===== config.mk =====
export PLATFORM = sky130hd
export DESIGN_NAME = serial_subtractor
export DESIGN_NICKNAME = d
export VERILOG_FILES = /design/src/rtl/serial_sub_pkg.sv /design/src/rtl/full_subtractor_cell.sv /design/src/rtl/serial_subtractor.sv
export SDC_FILE = /design/constraint.sdc
export NUM_CORES = 1
export LEC_CHECK = 0
export ABC_AREA = 1
export BUFFER_PORTS_ARGS = -buffer_cell sky130_fd_sc_hd__buf_2
export CORE_ASPECT_RATIO = 1.4
export CORE_MARGIN = 8
export CORE_UTILIZATION = 49
export DETAILED_ROUTE_END_ITERATION = 8
export PLACE_DENSITY = 0.74
export SYNTH_ARGS = -nofsm -noshare
export SYNTH_HDL_FRONTEND = slang
export SYNTH_HIERARCHICAL = 1
export SYNTH_SLANG_ARGS = --single-unit

===== constraint.sdc =====
create_clock -name clk -period 1.2 [get_ports clk]
set_input_delay 0.36 -clock clk [delete_from_list [all_inputs] [get_ports clk]]
set_output_delay 0.36 -clock clk [all_outputs]
set_load 0.02 [all_outputs]

===== src/rtl/serial_sub_pkg.sv =====
// serial_sub_pkg: shared state encoding and default width for the serial subtractor
package serial_sub_pkg;
    localparam int WIDTH_DEFAULT = 8;
    typedef enum logic [1:0] {
        IDLE = 2'd0,
        RUN  = 2'd1,
        DONE = 2'd2
    } state_t;
endpackage


===== src/rtl/full_subtractor_cell.sv =====
// full_subtractor_cell: one-bit difference and borrow for a - b - borrow_in
// ports: a, b, borrow_in (in); d, borrow_out (out)
module full_subtractor_cell (
    input  logic a,
    input  logic b,
    input  logic borrow_in,
    output logic d,
    output logic borrow_out
);
    assign d          = a ^ b ^ borrow_in;
    assign borrow_out = (~a & b) | (~(a ^ b) & borrow_in);
endmodule


===== src/rtl/serial_subtractor.sv =====
// serial_subtractor: bit-serial a - b - borrow_in, LSB first, one bit per clock
// ports: clk, rst_n (sync, active-low), start, a, b, borrow_in (in);
//        busy, done, d, borrow_out, overflow (out, only with SERIAL_SUB_OVF_EN)
module serial_subtractor
    import serial_sub_pkg::*;
#(
    parameter int WIDTH = WIDTH_DEFAULT
) (
    input  logic             clk,
    input  logic             rst_n,
    input  logic             start,
    input  logic [WIDTH-1:0] a,
    input  logic [WIDTH-1:0] b,
    input  logic             borrow_in,
    output logic             busy,
    output logic             done,
    output logic [WIDTH-1:0] d,
    output logic             borrow_out
`ifdef SERIAL_SUB_OVF_EN
    ,
    output logic             overflow
`endif
);
    localparam int CW = $clog2(WIDTH + 1);
    localparam logic [CW-1:0] LAST = CW'(WIDTH - 1);

    state_t           state, state_nxt;
    logic [WIDTH-1:0] sa, sb, r;
    logic             br;
    logic [CW-1:0]    cnt;
    logic             bit_d, bit_bo;
    logic             load, last;
`ifdef SERIAL_SUB_OVF_EN
    logic             a_msb, b_msb;
`endif

    full_subtractor_cell u_cell (
        .a         (sa[0]),
        .b         (sb[0]),
        .borrow_in (br),
        .d         (bit_d),
        .borrow_out(bit_bo)
    );

    // start is honoured from IDLE and from DONE (back-to-back), never in RUN
    assign load = start && (state != RUN);
    assign last = (cnt == LAST);
    assign busy = (state == RUN);
    assign done = (state == DONE);

    always_ff @(posedge clk) begin
        if (!rst_n) state <= IDLE;
        else        state <= state_nxt;
    end

    always_comb begin
        state_nxt = state;
        state_nxt = (state == RUN) ? (last ? DONE : RUN)
                                   : (start ? RUN : IDLE);
    end

    always_ff @(posedge clk) begin
        if (!rst_n) begin
            sa         <= '0;
            sb         <= '0;
            r          <= '0;
            br         <= 1'b0;
            cnt        <= '0;
            d          <= '0;
            borrow_out <= 1'b0;
`ifdef SERIAL_SUB_OVF_EN
            a_msb      <= 1'b0;
            b_msb      <= 1'b0;
            overflow   <= 1'b0;
`endif
        end else if (load) begin
            sa  <= a;
            sb  <= b;
            br  <= borrow_in;
            cnt <= '0;
`ifdef SERIAL_SUB_OVF_EN
            a_msb <= a[WIDTH-1];
            b_msb <= b[WIDTH-1];
`endif
        end else if (state == RUN) begin
            sa  <= sa >> 1;
            sb  <= sb >> 1;
            br  <= bit_bo;
            r   <= {bit_d, r[WIDTH-1:1]};
            cnt <= cnt + 1'b1;
            // the final bit is the result MSB, so publish straight from the cell
            if (last) begin
                d          <= {bit_d, r[WIDTH-1:1]};
                borrow_out <= bit_bo;
`ifdef SERIAL_SUB_OVF_EN
                overflow   <= (a_msb != b_msb) && (bit_d != a_msb);
`endif
            end
        end
    end
endmodule


## Word-level counts from Yosys, hierarchy flattened

Cells that the tools add are included.

| word-level totals | value |
|---|---|
| bits in registers | 40 |
| logic and storage cells | 36 |

| operators by class | value |
|---|---|
| add/sub/neg operators | 1 |
| equal/unequal tests | 4 |
| mux-type cells | 9 |
| bitwise operators | 9 |
| reduce and logical (&&, ||, !) cells | 5 |

Operators by type and width:

| kind | count |
|---|---|
| 2-to-1 mux 8 bit | 4 |
| adder 4 x 1 -> 4 bit, second input constant | 1 |
| equality test 4 x 3 -> 1 bit, second input constant | 1 |
| 2-to-1 mux 2 bit | 2 |
| NOT 1 bit | 4 |
| 2-to-1 mux 1 bit | 3 |
| AND reduction 3 bit | 1 |
| AND 1 bit | 2 |
| equality test 2 x 1 -> 1 bit, second input constant | 1 |
| equality test 2 bit, second input constant | 1 |
| != test 2 x 1 -> 1 bit, second input constant | 1 |
| AND reduction 2 bit | 1 |
| nonzero test 2 bit | 1 |
| OR reduction 2 bit | 1 |
| bitwise XOR 1 bit | 2 |
| logical AND 1 bit | 1 |
| bitwise OR 1 bit | 1 |

## Depth between registers and ports, before layout

Gate-level depths: netlist (run 1).

| logic depth | value |
|---|---|
| depth in word-level cells | 6 |
| depth in mapped cells | 7 |
| gate-level depth less buffers | 7 |

## Cells and area by module

Netlist (run 1), hierarchy kept.

Modules (own cells, without submodules):

| module | instances | cells an instance | area each (sq um) |
|---|---|---|---|
| serial_subtractor | 1 | 229 | 1647.8 |
| full_subtractor_cell | 1 | 4 | 31.3 |

## Worst setup path before layout (run 1)

Ideal clock, no wire load.

| path | value |
|---|---|
| kind | flip-flop to output port |
| start | register state[0] |
| end | output busy |
| data arrival time | 0.794 ns |
| data required time | 0.840 ns |
| setup slack | 0.046 ns |
| stages on the path, launching flop included | 4 |
| cell sequence | dfxtp_1 -> inv_2 -> nor2_4 -> buf_6 |

| between the ends | value |
|---|---|
| word-level cells in the longest chain between the ends | 1 |

Ends and longest elaborated chain:

| what | line | source |
|---|---|---|
| from (decl) | serial_subtractor.sv:27 | `state_t state, state_nxt;` |
| from (signal assigned) | serial_subtractor.sv:53 | `else state <= state_nxt;` |
| equality test 2 x 1 -> 1 bit | serial_subtractor.sv:48 | `assign busy = (state == RUN);` |
| to (decl) | serial_subtractor.sv:15 | `output logic busy,` |

No other way between the ends.

## Worst setup path after layout (run 1)

Ends and elaborated chain as after synthesis.

==> metrics.md, run 1 <==
| Metric | Value |
|---|---|
| Vias in the first global route | `1538` |
| CORE AREA | `0.00332 mm2` |
| Num CTS Buffers | `5` |
| RSZ-0062 raised after global routing | `yes` |
| Net switching power | `0.661 mW` |
| Leak | `1.09 nW` |
| Slew @ Worst Pin | `0.227 ns` |
| GR Overflow Total | `0` |
| Syn nets | `255` |
| CTS sink count | `39` |
| Final net count | `297` |
| Starting density of the core | `50.6%` |
| Post-layout util | `65.1%` |
| DRC | `0` |
| Vias | `1548` |
| Placed Area | `0.00193 mm2` |
| Worst setup EP type | `output pin` |
| Finished Cell Area | `0.00216 mm2` |
| Drt pass-1 iters | `6` |
| Status | `finished with violations` |
| Largest net degree at the start of global routing | `23` |
| Int Power | `2.17 mW` |
| Setup WS pre-CTS | `-0.0663 ns` |
| Clk_lat worst skew | `0.28 ns` |
| WL final | `3660 um` |
| Setup violators final | `3` |
| Skew final | `0.00420 ns` |
| Post-synthesis sequential area ratio | `46.5%` |
| Top Ports | `31` |
| Combinational Power Share | `11.8%` |
| Ys Warns | `6` |
| H-tree Lvls | `2` |
| Total Die Area | `0.00558 mm2` |
| Global Route Usage Sum | `13.6%` |
| Hold WC Path Type | `input port to flop` |
| Die W | `65.5 um` |
| Max-Cap Viols | `0` |
| First-pass GRT wire length | `6200 um` |
| Critical Path End | `busy` |
| Routability cong. | `0.751` |
| Synth Cell Area | `0.00168 mm2` |
| Sw Share | `23.3%` |
| Via density | `4.90` |
| Fin. max-slew vios | `0` |
| Critical path arrival | `0.94 ns` |
| Synth-to-layout area growth | `28.5%` |
| Initial detailed-routing violation count | `43` |
| Cell depth of the worst flop-to-flop path | `8` |
| Power Density | `1310 mW/mm2` |
| Detailed placement HPWL | `2500 um` |
| Cell count after synthesis | `233` |
| PortBufs | `30` |
| Period utilization | `108%` |
| Critical Path Source Type | `flop` |
| Share of cells above drive strength 1 | `25.4%` |
| Max Freq | `769 MHz` |
| RR Endpoint | `sa[6]` |
| Hold Startpoint | `b[7]` |
| Avg Inst Size Synth | `7.21 um2` |
| Cell Rows | `25` |
| Crit path from | `state[0]` |
| CTS clock-pin slew for the worst setup and hold paths | `0.07 ns` |
| Final hold vios | `0` |
| Failing checks | `setup timing` |
| Clock Tree Buf Depth | `2` |
| Clock power share | `39.2%` |
| Library cells used by synthesis | `22` |
| CTS root buf | `clkbuf_8` |
| DR WL/cell | `11.6 um` |
| Worst r2r src | `state[1]` |
| Sequential share of power | `49.0%` |
| Crit Path Class | `flop to output pin` |
| Synth Register Bits | `39` |
| Worst Setup Slack, final | `-0.100 ns` |
| CTS tree | `done` |
| # diodes | `0` |
| Peak fanout along the critical path | `4` |
| Antenna violations before repair | `0` |
| Hold_buf cts | `0` |
| Die height | `85.3 um` |
| Fin crit period | `1.30 ns` |
| Post-route ant nets | `0` |
| VDD IR max | `0.970 mV` |
| CP required | `0.84 ns` |
| Worst relative slew slack | `84.9%` |
| R2R setup slack | `0 ns` |
[state kept, by name, summed over array words and instances (netlist names)]
name        flops
d               8
borrow_out      1
sa              8
br              1
state           2
sb              8
r               7
cnt             4
[worst min path at each step]
stage,to,cells past startpoint
2_1_floorplan,d[0],2
3_3_place_gp,d[5],2
3_5_place_dp,d[0],2
4_1_cts,sb[7],3
5_1_grt,sb[7],3
6_report,sb[7],3
[Yosys cell counts]
master | n | area share, %
buf_1 | 1 | 0.22
buf_2 | 5 | 1.5
nor2_1 | 22 | 4.9
buf_4 | 2 | 0.89
a21oi_1 | 3 | 0.89
nand3_1 | 50 | 15
nand2_4 | 1 | 0.67
inv_2 | 2 | 0.45
dfxtp_1 | 39 | 46
nor2_4 | 1 | 0.67
clkbuf_1 | 1 | 0.22
xor2_1 | 1 | 0.52
ha_1 | 1 | 0.75
nor3_4 | 1 | 0.97
a21oi_2 | 1 | 0.52
o21ai_0 | 7 | 2.1
fa_1 | 1 | 1.2
nor3_1 | 1 | 0.30
inv_1 | 23 | 5.1
nor2_2 | 1 | 0.37
nand2_1 | 67 | 15
buf_6 | 2 | 1.3
[power by group through the flow]
stage	sequential (mW)	combinational [mW]	clock, mW
2_1_floorplan	1.41	0.212	0
3_3_place_gp	1.41	0.308	0
3_5_place_dp	1.42	0.312	0
4_1_cts	1.39	0.319	1.13
5_1_grt	1.39	0.381	1.19
6_report	1.39	0.335	1.11
[worst max-delay path, stage by stage (launching register included)]
cell	delay [ns]
dfxtp_4	0.39
inv_4	0.04
nor2_4	0.11
buf_6	0.12
[layout make-up]
| type | instances | area (um2) |
|---|---|---|
| clock buffer | 6 | 82.6 |
| tap | 40 | 50.0 |
| multi-input combinational | 159 | 783 |
| fill | 328 | 1160 |
| inverter | 25 | 96.3 |
| timing repair buffer | 45 | 324 |
| clock inverter | 2 | 35.0 |
| sequential | 39 | 787 |
[cell usage in the layout, fill, tap and decap left out, types with 2 or more instances in the layout]
cell type / n
buf_2: 28
inv_2: 2
inv_1: 22
a21oi_1: 3
nor2_4: 5
nand2_1: 67
buf_4: 10
buf_12: 3
buf_6: 3
nor2_1: 19
dfxtp_1: 36
clkbuf_8: 6
o21ai_0: 6
dfxtp_2: 2
nand3_1: 49
[metrics by stage]
stage	setup TNS (ns)	hold WS [ns]	std cells	power [mW]
final	-0.189	0.349	316	2.83
after global placement	-0.0294	0.425	303	1.72
after global routing	-1.49	0.347	316	2.96
after CTS	-0.193	0.350	314	2.83
after detailed placement	-0.490	0.429	303	1.73
after floorplan	0	0.427	233	1.62
[logic make-up after synthesis]
group | Yosys count | synth area share, %
simple gates | 144 | 37.8
flops | 39 | 46.5
buf+inv | 36 | 9.76
compound gates | 11 | 3.50
fa+ha+maj | 2 | 1.94
xor+xnor | 1 | 0.522
[routing by layer]
| metal | GRT usage (%) | wire, um | part of all wire [%] | vias up |
|---|---|---|---|---|
| met5 | 0 | 0 | 0 | - |
| met4 | 6.37 | 46 | 1.3 | 0 |
| met3 | 4.48 | 193 | 5.3 | 5 |
| met2 | 23.9 | 1840 | 50 | 30 |
| met1 | 13.9 | 1580 | 43 | 695 |
| li1 | - | - | - | 818 |
[timing repair]
action | in CTS | in global routing
pin swaps | 2 | 4
hold endpoints to repair | 0 | 0
gates resized for setup | 10 | 14
cloned | 0 | 1
endpoints found under the setup margin | 11 | 28
buffers inserted | 3 | 1
No activity file was read; power rests on OpenSTA's default activity.
==> run 2, diff against run 1 <==
--- a/config.mk
+++ b/config.mk
@@ -12,6 +12,7 @@
 export CORE_UTILIZATION = 49
 export DETAILED_ROUTE_END_ITERATION = 8
 export PLACE_DENSITY = 0.74
+export SETUP_SLACK_MARGIN = 0.2
 export SYNTH_ARGS = -nofsm -noshare
 export SYNTH_HDL_FRONTEND = slang
 export SYNTH_HIERARCHICAL = 1
==> run 2 against run 1 <==
  * The flow still finishes with violations (setup timing)
  * Via count rose by 18%
  * Die area stayed put
  * Cell count increased by 6.0%
  * Combinational power is 73% higher
  * Clock-buffer cell count decreased by 1
  * Total power increased by 0.79%
  * Design area up 33%
==> metrics.md, run 2 (same netlist as run 1, synthesis figures left out) <==
| Metric | Value |
|---|---|
| Status | `finished with violations` |
| Failing checks | `setup timing` |
| Initial detailed-routing violation count | `113` |
| Max-Cap Viols | `0` |
| Hold depth | `3` |
| CTS root buf | `clkbuf_8` |
| DR WL/cell | `17.5 um` |
| Vias | `1830` |
| Crit path from | `state[1]` |
| FF+latch area | `806 um2` |
| Via density | `5.46` |
| Worst setup EP type | `flop` |
| Critical Path Source Type | `flop` |
| Worst relative slew slack | `79.6%` |
| CORE AREA | `0.00332 mm2` |
| Setup TNS | `-3.58 ns` |
| WL met2 | `3070 um` |
| R2R setup slack | `-0.17 ns` |
| Detailed placement HPWL | `2540 um` |
| Final net count | `316` |
| Slew @ Worst Pin | `0.306 ns` |
| Total Die Area | `0.00558 mm2` |
| Multi-input gate area | `0.00116 mm2` |
| Global Route Usage Sum | `20.0%` |
| VDD IR max | `1.19 mV` |
| Cell Rows | `25` |
| Share of cells above drive strength 1 | `55.6%` |
| Critical Path End | `cnt[3]` |
| Fin. max-slew vios | `0` |
| Crit path buffers/inverters | `5` |
| WL final | `5860 um` |
| Power Density | `994 mW/mm2` |
| Largest net degree at the start of global routing | `23` |
| RSZ-0062 raised after global routing | `yes` |
| Die W | `65.5 um` |
| Post-layout util | `86.7%` |
| CTS tree | `done` |
| Top Ports | `31` |
| Synth-to-layout area growth | `71.2%` |
| Leak | `1.36 nW` |
| Max Freq | `729 MHz` |
| Finished Cell Area | `0.00287 mm2` |
| Most common cell after layout, fill and taps aside | `nand2_1` |
| Critical path arrival | `1.59 ns` |
| Cell depth of the worst flop-to-flop path | `9` |
| Top cell by count, worst path | `buf_6` |
| Period utilization | `114%` |
| PortBufs | `30` |
| Die height | `85.3 um` |
| Clock Tree Buf Depth | `2` |
| Hold_buf cts | `0` |
| Total power | `2.86 mW` |
| CP delay by family, top | `buffers and inverters` |
| Met3 routed WL | `275 um` |
| Num CTS Buffers | `5` |
| Post-route ant nets | `0` |
| Drt pass-1 iters | `5` |
| Max layer used | `met4` |
| First-pass GRT wire length | `8740 um` |
| CTS clock-pin slew for the worst setup and hold paths | `0.08 ns` |
| CP required | `1.42 ns` |
| Top Registers | `d x8, sa x8, sb x8` |
| Fin crit period | `1.37 ns` |
| Setup violators final | `40` |
| Peak fanout along the critical path | `5` |
| Vias in the first global route | `1913` |
| Placed Area | `0.00194 mm2` |
| Worst r2r src | `state[1]` |
| Final hold vios | `0` |
| Hold WC Path Type | `input port to flop` |
| RR Endpoint | `cnt[3]` |
| Worst Setup Slack, final | `-0.172 ns` |
| H-tree Lvls | `2` |
| Most frequent cells in the layout | `nand2_1 (61), nand3_2 (36), dfxtp_1 (25), buf_6 (21)` |
| # diodes | `0` |
| Skew final | `0.00931 ns` |
| Clk_lat worst skew | `0.30 ns` |
| GR Overflow Total | `0` |
| Slowest stage delay, CP | `0.37 ns` |
| Filler instances | `181` |
| Crit Path Class | `flop to flop` |
| CTS sink count | `39` |
| Antenna violations before repair | `0` |
| Met1 wire length | `2300 um` |
| DRC | `0` |
| Slowest CP cell | `dfxtp_4` |
| Routability cong. | `0.742` |
| Crit. path cell count | `9` |
| Starting density of the core | `50.6%` |
| Worst-path cell chain | `inv_4 > buf_6 > buf_8 > nand2_8 > buf_4 > buf_6 > a21oi_4 > nand2_1 > nor2_1` |
run 2: cell count changes in the layout (fill, tap and decap cells not counted), moves of 7 or more:
cell and delta:
nand3_1 -43, nand3_2 +36, buf_6 +18, dfxtp_1 -11
buf_2 -9, dfxtp_2 +9, nand3_4 +7
run 2: how the worst min path moves through the flow:
stage | start | end | slack, ns
final | b[7] | sb[7] | 0.31
after global routing | b[7] | sb[7] | 0.32
after CTS | b[7] | sb[7] | 0.31
after detailed placement | d[3] | d[3] | 0.43
after global placement | r[1] | d[0] | 0.43
after floorplan | r[1] | d[0] | 0.42
run 2: what timing repair did:
action | in CTS | in global routing
endpoints found under the hold margin | 0 | 0
gates cloned | 7 | 0
buffers inserted | 18 | 3
gates resized for setup | 113 | 26
pin swaps | 24 | 18
setup endpoints to repair | 48 | 50
run 2: layout make-up:
type                            count  share of cell area (%)
Inverter                           25                    3.44
Clock buffer                        5                    2.39
Multi-Input combinational cell    160                    40.4
Tap cell                           40                    1.74
Timing Repair Buffer               63                    23.5
Clock inverter                      3                   0.522
Sequential cell                    39                    28.0
run 2: power by group:
part           switching, mW  internal [mW]
clock network          0.478          0.398
registers             0.0541           1.35
logic                  0.312          0.266
run 2: per-layer routing:
| metal | vias to the layer above | track usage [%] |
|---|---|---|
| met3 | 22 | 4.87 |
| met4 | 0 | 10.6 |
| met1 | 870 | 21.8 |
| met2 | 77 | 34.3 |
| li1 | 861 | - |
| met5 | - | 0 |
run 2: worst register-to-register path: stages, from the launching register on:
cell     delay, ns
dfxtp_4       0.37
inv_4         0.06
buf_6         0.09
buf_8         0.11
nand2_8       0.07
buf_4         0.14
buf_6         0.11
a21oi_4       0.13
nand2_1       0.08
nor2_1        0.13
run 2: through the flow:
| step | setup slack (ns) | hold slack, ns | instances |
|---|---|---|---|
| finish | -0.172 | 0.313 | 335 |
| global route | -0.213 | 0.318 | 335 |
| CTS | -0.114 | 0.311 | 332 |
| detailed placement | 0.00532 | 0.434 | 299 |
| global placement | 0.0361 | 0.430 | 299 |
| floorplan | 0.0921 | 0.416 | 233 |
==> run 3, diff against run 2 <==
--- a/config.mk
+++ b/config.mk
@@ -5,11 +5,11 @@
 export SDC_FILE = /design/constraint.sdc
 export NUM_CORES = 1
 export LEC_CHECK = 0
-export ABC_AREA = 1
+export ABC_AREA = 0
 export BUFFER_PORTS_ARGS = -buffer_cell sky130_fd_sc_hd__buf_2
 export CORE_ASPECT_RATIO = 1.4
 export CORE_MARGIN = 8
-export CORE_UTILIZATION = 49
+export CORE_UTILIZATION = 48
 export DETAILED_ROUTE_END_ITERATION = 8
 export PLACE_DENSITY = 0.74
 export SETUP_SLACK_MARGIN = 0.2
==> run 3 against run 2 <==
  * The run still ends with setup timing left
  * Utilization shrank 10 points
  * Combinational power is 23% lower
  * Clock power up 1%
  * Global-route usage down 5.0 points
  * Clock skew fell by 0.0063 ns
  * Flip-flop and latch count is the same
  * Largest cell class unchanged
  * Largest power group unchanged
==> metrics.md, run 3 <==
| Metric | Value |
|---|---|
| Status | `finished with violations` |
| Failing checks | `setup timing` |
| Vias | `1387` |
| Max Freq | `770 MHz` |
| Syn nets | `180` |
| Library cells used by synthesis | `28` |
| Die W | `64.2 um` |
| Top Registers | `d x8, sa x8, sb x8` |
| Synth Register Bits | `39` |
| VDD IR max | `0.916 mV` |
| Cell count after synthesis | `158` |
| RR Endpoint | `d[7]` |
| Share of cells above drive strength 1 | `61.6%` |
| CTS sink count | `39` |
| Most common cell after layout, fill and taps aside | `dfxtp_1` |
| Cell Rows | `24` |
| Ys async rst share | `0%` |
| Routability cong. | `0.717` |
| Crit path from | `state[1]` |
| Largest net degree at the start of global routing | `23` |
| Fin cells | `255` |
| GR Overflow Total | `0` |
| Slowest CP cell | `dfxtp_2` |
| Setup violators final | `15` |
| CTS clock-pin slew for the worst setup and hold paths | `0.07 ns` |
| Detailed placement HPWL | `2440 um` |
| WL final | `4230 um` |
| Post-synthesis sequential area ratio | `50.0%` |
| Crit path buffers/inverters | `2` |
| Top-area cell type share of the netlist area | `50.0%` |
| Worst Setup Slack, final | `-0.0980 ns` |
| DRC | `0` |
| Hold_buf cts | `0` |
| Critical Path Source Type | `flop` |
| Hold WC Path Type | `input port to flop` |
| Via density | `5.44` |
| Skew final | `0.00304 ns` |
| Post-layout util | `76.4%` |
| Worst setup EP type | `output pin` |
| Total Die Area | `0.00536 mm2` |
| Setup TNS | `-1.08 ns` |
| Avg Inst Size Synth | `9.89 um2` |
| # diodes | `0` |
| Fin crit period | `1.30 ns` |
| Ys Warns | `6` |
| Initial detailed-routing violation count | `60` |
| Drt pass-1 iters | `4` |
| Critical path arrival | `0.94 ns` |
| Leak | `1.01 nW` |
| R2R setup slack | `-0.09 ns` |
| Most numerous cell in the Yosys netlist | `dfxtp_1` |
| Synth-to-layout area growth | `52.8%` |
| First-pass GRT wire length | `6530 um` |
| Post-route ant nets | `0` |
| CTS root buf | `clkbuf_8` |
| CP delay by family, top | `flip-flops` |
| Starting density of the core | `50.0%` |
| Global Route Usage Sum | `15.0%` |
| Crit. path cell count | `3` |
| DR WL/cell | `16.6 um` |
| Synth Cell Area | `0.00156 mm2` |
| Antenna violations before repair | `0` |
| Crit Path Class | `flop to output pin` |
| Synth top area cells | `dfxtp_1 (50%), mux2i_1 (11%), a211oi_1 (7.2%), a22o_1 (5.0%), nor2_1 (4.3%)` |
| Synth Flop Type | `dfxtp_1` |
| Die height | `83.5 um` |
| Slowest stage delay, CP | `0.33 ns` |
| Peak fanout along the critical path | `3` |
| Max-Cap Viols | `0` |
| Top Ports | `31` |
| H-tree Lvls | `2` |
| Vias in the first global route | `1482` |
| CTS tree | `done` |
| PortBufs | `30` |
| Post-synth EDFFs | `0` |
| CP required | `0.84 ns` |
| Clk_lat worst skew | `0.29 ns` |
| Final hold vios | `0` |
| Most frequent cells in the layout | `dfxtp_1 (22), buf_4 (21), buf_2 (18)` |
| Period utilization | `108%` |
| Cell depth of the worst flop-to-flop path | `5` |
| Num CTS Buffers | `5` |
| RSZ-0062 raised after global routing | `yes` |
| CORE AREA | `0.00312 mm2` |
| Slew @ Worst Pin | `0.329 ns` |
| Worst relative slew slack | `78.1%` |
| Critical Path End | `busy` |
| Final net count | `238` |
| Fin. max-slew vios | `0` |
| Cells after DPL | `225` |
| Worst-path cell chain | `nand2b_4 > inv_4 > buf_6` |
| Post-synth top cells | `dfxtp_1 (39), nor2_1 (18), mux2i_1 (17)` |
| Power Density | `1140 mW/mm2` |
| Clock Tree Buf Depth | `2` |
| Worst r2r src | `cnt[1]` |
| Synth area leader | `dfxtp_1` |
## run 3: power by group
part | leakage (nW) | internal (mW) | switching (mW) | total (mW)
logic | 0.640 | 0.231 | 0.216 | 0.447
registers | 0.326 | 1.36 | 0.0439 | 1.40
clock network | 0.0470 | 0.450 | 0.434 | 0.885
total | 1.01 | 2.04 | 0.694 | 2.73
## run 3: metrics by stage
step	hold slack, ns	power, mW	worst slack (ns)	area, um2
after global placement	0.448	1.68	-0.0936	1780
after global routing	0.319	2.84	-0.124	2390
final	0.301	2.73	-0.0980	2390
after floorplan	0.437	1.61	-0.0951	1590
after detailed placement	0.456	1.69	-0.160	1780
after CTS	0.299	2.68	-0.0977	2230
## run 3: worst min path at each step
stage	cells past startpoint	end	slack (ns)	start
finish	3	sa[7]	0.30	a[7]
global route	3	sa[7]	0.32	a[7]
CTS	3	sa[7]	0.30	a[7]
detailed placement	1	d[0]	0.46	d[0]
global placement	2	r[1]	0.45	r[1]
floorplan	2	r[1]	0.44	r[1]
## run 3: routing by layer
metal  share of wire, %  GRT usage [%]
met5                  0              0
met3                4.8           5.24
met2                 55           27.2
met4                1.8           6.18
met1                 38           14.9
## run 3: cell families (layout without fill, tap and decap cells)
kind of cell             count (synthesis)  after routing  share of synthesized area [%]
adder cells (fa/ha/maj)                  2              2                           2.08
buffers and inverters                   17             74                           5.44
AO/OA/AOI/OAI                           38             38                           18.2
multiplexers                            18             18                           11.6
flip-flops                              39             39                           50.0
AND/OR/NAND/NOR                         44             45                           12.7
## run 3: final cells by class
class,count,area [um2]
well taps,39,48.8
repair buffers,61,547
multi-input cells,103,877
fillers,212,736
flip-flops and latches,39,802
inverters,6,25.0
clock inverters,1,5.00
clock buffers,6,82.6
## run 3: timing repair
action | in CTS | in global routing
resized for setup | 68 | 29
gates cloned | 2 | 1
pin swaps | 10 | 8
setup endpoints to repair | 50 | 50
endpoints found under the hold margin | 0 | 0
setup buffers | 16 | 4
## run 3: tightest hold or removal path, delay by kind of cell
kind	cells	cell delay [ns]
buf+inv	1	0.07
mux	1	0.05
simple gates	1	0.07
